## config.mk

```make
export PLATFORM = sky130hd
export DESIGN_NAME = ram_arbiter
export DESIGN_NICKNAME = d
export VERILOG_FILES = /design/src/rtl/ram_arbiter.sv
export SDC_FILE = /design/constraint.sdc
export NUM_CORES = 1
export LEC_CHECK = 0
export BUFFER_PORTS_ARGS = -buffer_cell sky130_fd_sc_hd__buf_2
export CAP_MARGIN = 10
export CORE_AREA = 2 2 167 169
export CTS_BUF_LIST = sky130_fd_sc_hd__clkbuf_2 sky130_fd_sc_hd__clkbuf_4 sky130_fd_sc_hd__clkbuf_8
export DETAILED_ROUTE_END_ITERATION = 7
export DIE_AREA = 0 0 169 171
export PLACE_DENSITY_LB_ADDON = 0.15
export SLEW_MARGIN = 20
export SYNTH_ARGS = -nofsm -noshare
export SYNTH_HDL_FRONTEND = slang
export SYNTH_SLANG_ARGS = --single-unit
```

## constraint.sdc

```tcl
create_clock -name i_clk -period 1.8 [get_ports i_clk]
set_input_delay 0.18 -clock i_clk [delete_from_list [all_inputs] [get_ports i_clk]]
set_output_delay 0.18 -clock i_clk [all_outputs]
set_load 0.02 [all_outputs]
```

## src/rtl/ram_arbiter.sv

```systemverilog
// Two-requester arbiter in front of a single-port RAM with a registered read port.
// After reset an optional sweep clears every RAM word before requests are accepted.
module ram_arbiter #(
   parameter int abits    = 12,
   parameter int dbits    = 64,
   parameter int init_ena = 1
) (
   input  logic             i_clk,
   input  logic             i_rst,
   output logic             o_ready,
   input  logic             i_req0,
   input  logic             i_req1,
   input  logic             i_we0,
   input  logic             i_we1,
   input  logic [abits-1:0] i_addr0,
   input  logic [abits-1:0] i_addr1,
   input  logic [dbits-1:0] i_wdata0,
   input  logic [dbits-1:0] i_wdata1,
   output logic             o_gnt0,
   output logic             o_gnt1,
   output logic             o_rvalid0,
   output logic             o_rvalid1,
   output logic [dbits-1:0] o_rdata0,
   output logic [dbits-1:0] o_rdata1,
   output logic [abits-1:0] o_ram_addr,
   output logic             o_ram_wena,
   output logic [dbits-1:0] o_ram_wdata,
   input  logic [dbits-1:0] i_ram_rdata
);

   typedef enum logic {ST_INIT, ST_RUN} state_t;

   localparam state_t RESET_STATE = (init_ena != 0) ? ST_INIT : ST_RUN;

   state_t           state_q, state_d;
   logic [abits-1:0] cnt_q, cnt_d;
   logic             last_q, last_d;
   logic             rvalid0_q, rvalid0_d;
   logic             rvalid1_q, rvalid1_d;

   always_ff @(posedge i_clk) begin
      if (i_rst) begin
         state_q   <= RESET_STATE;
         cnt_q     <= '0;
         last_q    <= 1'b1;
         rvalid0_q <= 1'b0;
         rvalid1_q <= 1'b0;
      end else begin
         state_q   <= state_d;
         cnt_q     <= cnt_d;
         last_q    <= last_d;
         rvalid0_q <= rvalid0_d;
         rvalid1_q <= rvalid1_d;
      end
   end

   always_comb begin
      state_d     = state_q;
      cnt_d       = cnt_q;
      last_d      = last_q;
      o_ready     = 1'b0;
      o_gnt0      = 1'b0;
      o_gnt1      = 1'b0;
      o_ram_addr  = i_addr0;
      o_ram_wdata = i_wdata0;
      o_ram_wena  = 1'b0;

      // Everything that reaches the RAM or the requesters is held off while reset is high.
      if (!i_rst) begin
         case (state_q)
            ST_INIT: begin
               o_ram_wena  = 1'b1;
               o_ram_addr  = cnt_q;
               o_ram_wdata = '0;
               cnt_d       = cnt_q + 1'b1;
               if (cnt_q == '1) begin
                  state_d = ST_RUN;
               end
            end
            ST_RUN: begin
               o_ready = 1'b1;
               // On contention the requester that was not granted last time wins.
               if (i_req0 && (!i_req1 || last_q)) begin
                  o_gnt0     = 1'b1;
                  o_ram_wena = i_we0;
                  last_d     = 1'b0;
               end else if (i_req1) begin
                  o_gnt1      = 1'b1;
                  o_ram_addr  = i_addr1;
                  o_ram_wdata = i_wdata1;
                  o_ram_wena  = i_we1;
                  last_d      = 1'b1;
               end
            end
            default: begin
               state_d = RESET_STATE;
            end
         endcase
      end

      rvalid0_d = o_gnt0 & ~i_we0;
      rvalid1_d = o_gnt1 & ~i_we1;
   end

   assign o_rvalid0 = rvalid0_q & ~i_rst;
   assign o_rvalid1 = rvalid1_q & ~i_rst;
   assign o_rdata0  = i_ram_rdata;
   assign o_rdata1  = i_ram_rdata;

endmodule

```

==> flow_metrics.py <==
metrics = {
    "finish": {
        "syn2layout_area_growth_pct": 45.7,
        "nNetsFinal": 681,
        "stdcell_area_um2": 4030,
        "drive_gt1_share_pct": 61.7,
        "utilization_pct": 14.8,
        "n_antenna_cell": 0,
    },
    "cts": {
        "cts_tree": "done",
        "cts_hold_buf": 0,
        "h-tree-depth": 1,
        "cts_root_buf": "clkbuf_8",
        "cts_buffer_depth": 2,
        "cts.sinks": 16,
        "clock_latency_ns": 0.27,
        "cts-buffers-inserted": 3,
        "clk_pin_slew_worst_paths_ns": 0.08,
    },
    "hold_path": {
        "whs_path_depth": 2,
        "hp-class": "input pin to flop",
    },
    "sta": {
        "slew_viol_final": 0,
        "hold_viol": 0,
        "tightest_slew_ns": 0.331,
        "fmax_mhz": 540,
        "slew_headroom_pct": 77.7,
        "rsz0062_at_grt": "yes",
        "finalSetupViolations": 62,
        "hold_slack_ns": 0.119,
        "fin_ws_ns": -0.0512,
        "skew_ns": 0.0163,
        "period_share_pct": 103,
        "min_period_ns": 1.85,
    },
    "placed_design": {
        "detailed_place_hpwl_mm": 12.6,
        "portBuffers": 239,
        "place_congestion": 0.780,
        "placed_cell_area_um2": 3410,
    },
    "setup_path": {
        "path_cells": "a21bo_4 > a21o_4 > buf_12 > a22o_1 > buf_2",
        "cp-end-kind": "primary output",
        "crit_type": "flop to primary output",
        "cp_max_fo": 33,
        "cpMaxStageDelayCell": "dfxtp_2",
        "r2r_cells": 4,
        "arrival_ns": 1.67,
        "cp.required_ns": 1.62,
        "critical_path.max_stage_delay_ns": 0.33,
        "cp-start-kind": "flop",
    },
    "detailed_routing": {
        "viasPerCell": 3.78,
        "drt-initial-drc-count": 122,
        "ant_nets": 0,
        "wire_per_inst_um": 19.3,
        "drcViolationCount": 0,
        "routed_wl_mm": 15.5,
        "vias": 3037,
        "first_pass_iters": 6,
    },
    "floorplanning": {
        "die-width_um": 169,
        "core-area_um2": 27300,
        "start_util_pct": 10.1,
        "num_rows": 61,
        "io_pins": 432,
        "die_h_um": 171,
        "die_area_um2": 28900,
    },
    "status": {
        "status": "finished with violations",
        "violations": "setup timing",
    },
    "logic_synthesis": {
        "yosys-top-cells-area": "buf_4 36%, a22o_1 20%, dfxtp_1 12%",
        "synth_edf_count": 0,
        "ys_top_cells_by_count": "133 x buf_4, 64 x a22o_1, 25 x nand3_1",
        "synth_top_area_share_pct": 36.1,
        "ys.flop_type": "dfxtp_1",
        "yosys.cell_types.count": 37,
        "syn_area_per_cell_um2": 7.95,
        "syn_nets": 571,
        "syn_inst": 348,
        "postSynth.asyncResetShare_pct": 0,
        "yosysSeqAreaShare_pct": 11.6,
        "mappedNetlistArea_um2": 2770,
        "yosysTopAreaCell": "buf_4",
        "yosys_warnings": 0,
        "synthMostInstantiatedCell": "buf_4",
        "ys_ff_latch": 16,
    },
    "global_routing": {
        "grt_use_total_pct": 9.32,
        "grt_antenna_before_repair": 2,
        "grt_first_pass_wirelength_mm": 19.6,
        "overflow": 0,
        "grt_max_degree": 41,
        "grt_pass1_vias": 3015,
    },
    "pwr": {
        "ir_drop_v": 0.000219,
        "p_leak_nw": 1.90,
        "power.density_nw_per_um2": 367,
        "total_power_mw": 1.48,
    },
    "job": {
        "drv_cap": 0,
    },
}
==> layout by cell type, fill, tap and decap left out, types with 2 or more instances in the layout <==
master / Yosys / routed
nand4_1: 4 / 4
buf_12: 0 / 7
nor2_1: 7 / 6
inv_1: 4 / 3
or3_1: 4 / 4
buf_2: 5 / 189
o21ai_0: 3 / 3
nor2b_1: 6 / 6
o31ai_1: 3 / 3
nand4b_1: 12 / 12
nand2_1: 2 / 2
buf_6: 7 / 51
a21oi_1: 9 / 9
nand3_1: 25 / 25
clkbuf_8: 0 / 4
dfxtp_1: 16 / 14
a22o_4: 0 / 8
a22o_1: 64 / 56
nor4_1: 2 / 2
xnor2_1: 3 / 3
dfxtp_2: 0 / 2
buf_4: 133 / 9
a22oi_1: 12 / 12
or4_1: 3 / 3
buf_16: 0 / 2
==> per-stage QoR <==
step | setup WS, ns | setup TNS, ns | cells
floorplan | 0.337 | 0 | 348
global route | -0.106 | -5.18 | 803
global placement | 0.170 | 0 | 791
finish | -0.0512 | -1.46 | 803
CTS | -0.0923 | -4.30 | 800
detailed placement | 0.133 | 0 | 791
==> final cells by class <==
cell class	instances	area, um2
multi-input cells	174	1400
well taps	346	433
repair buffers	259	1810
inverters	4	15.0
fillers	3145	23300
clock buffers	4	55.1
flip-flops and latches	16	323
==> where the power goes <==
part           total [mW]  internal (mW)  switching (mW)
Clock               0.348          0.195           0.153
Sequential          0.372          0.360          0.0120
Combinational       0.761          0.385           0.376
Total                1.48          0.940           0.541
==> path summary, 6_finish.rpt <==
| kind | from | to | slack, ns |
|---|---|---|---|
| worst max-delay path | last_q | o_ram_wdata[5] | -0.05 |
| worst min-delay path | i_we0 | rvalid0_q | 0.12 |
| worst max register to register | cnt_q[0] | cnt_q[10] | 0.17 |
| worst min register to register | cnt_q[10] | cnt_q[10] | 0.52 |
==> worst max-delay path: cells and delay by family, from the launching register on <==
family / cells / cell delay (ns)
DFF: 1 / 0.33
buffers and inverters: 2 / 0.33
AOI/OAI and AO/OA: 3 / 0.71
==> cell families after synthesis <==
kind of cell | share of synthesized area (%)
and+or+nand+nor | 16.4
AOI/OAI and AO/OA | 27.9
muxes | 0.769
adders and majority gates | 0.452
DFF | 11.6
buffers and inverters | 41.6
xor gates and xnor gates | 1.27
==> layer usage <==
layer	wire length [um]	global-route usage, %	vias to the layer above
li1	-	-	1370
met1	6010	10.3	1417
met2	7690	16.9	234
met3	1500	3.63	16
met4	271	1.93	0
met5	0	0	-
==> flip-flops by register name, indices dropped and copies added (netlist names) <==
name and count:
last_q 1, cnt_q 12, state_q 1, rvalid1_q 1, rvalid0_q 1
==> repair_timing <==
action                     CTS  global route
resized for setup           66            57
setup buffers                3             2
pin swaps                    3             3
gates cloned                 2             1
setup endpoints to repair   73            72
(Power assumes the default switching activity.)
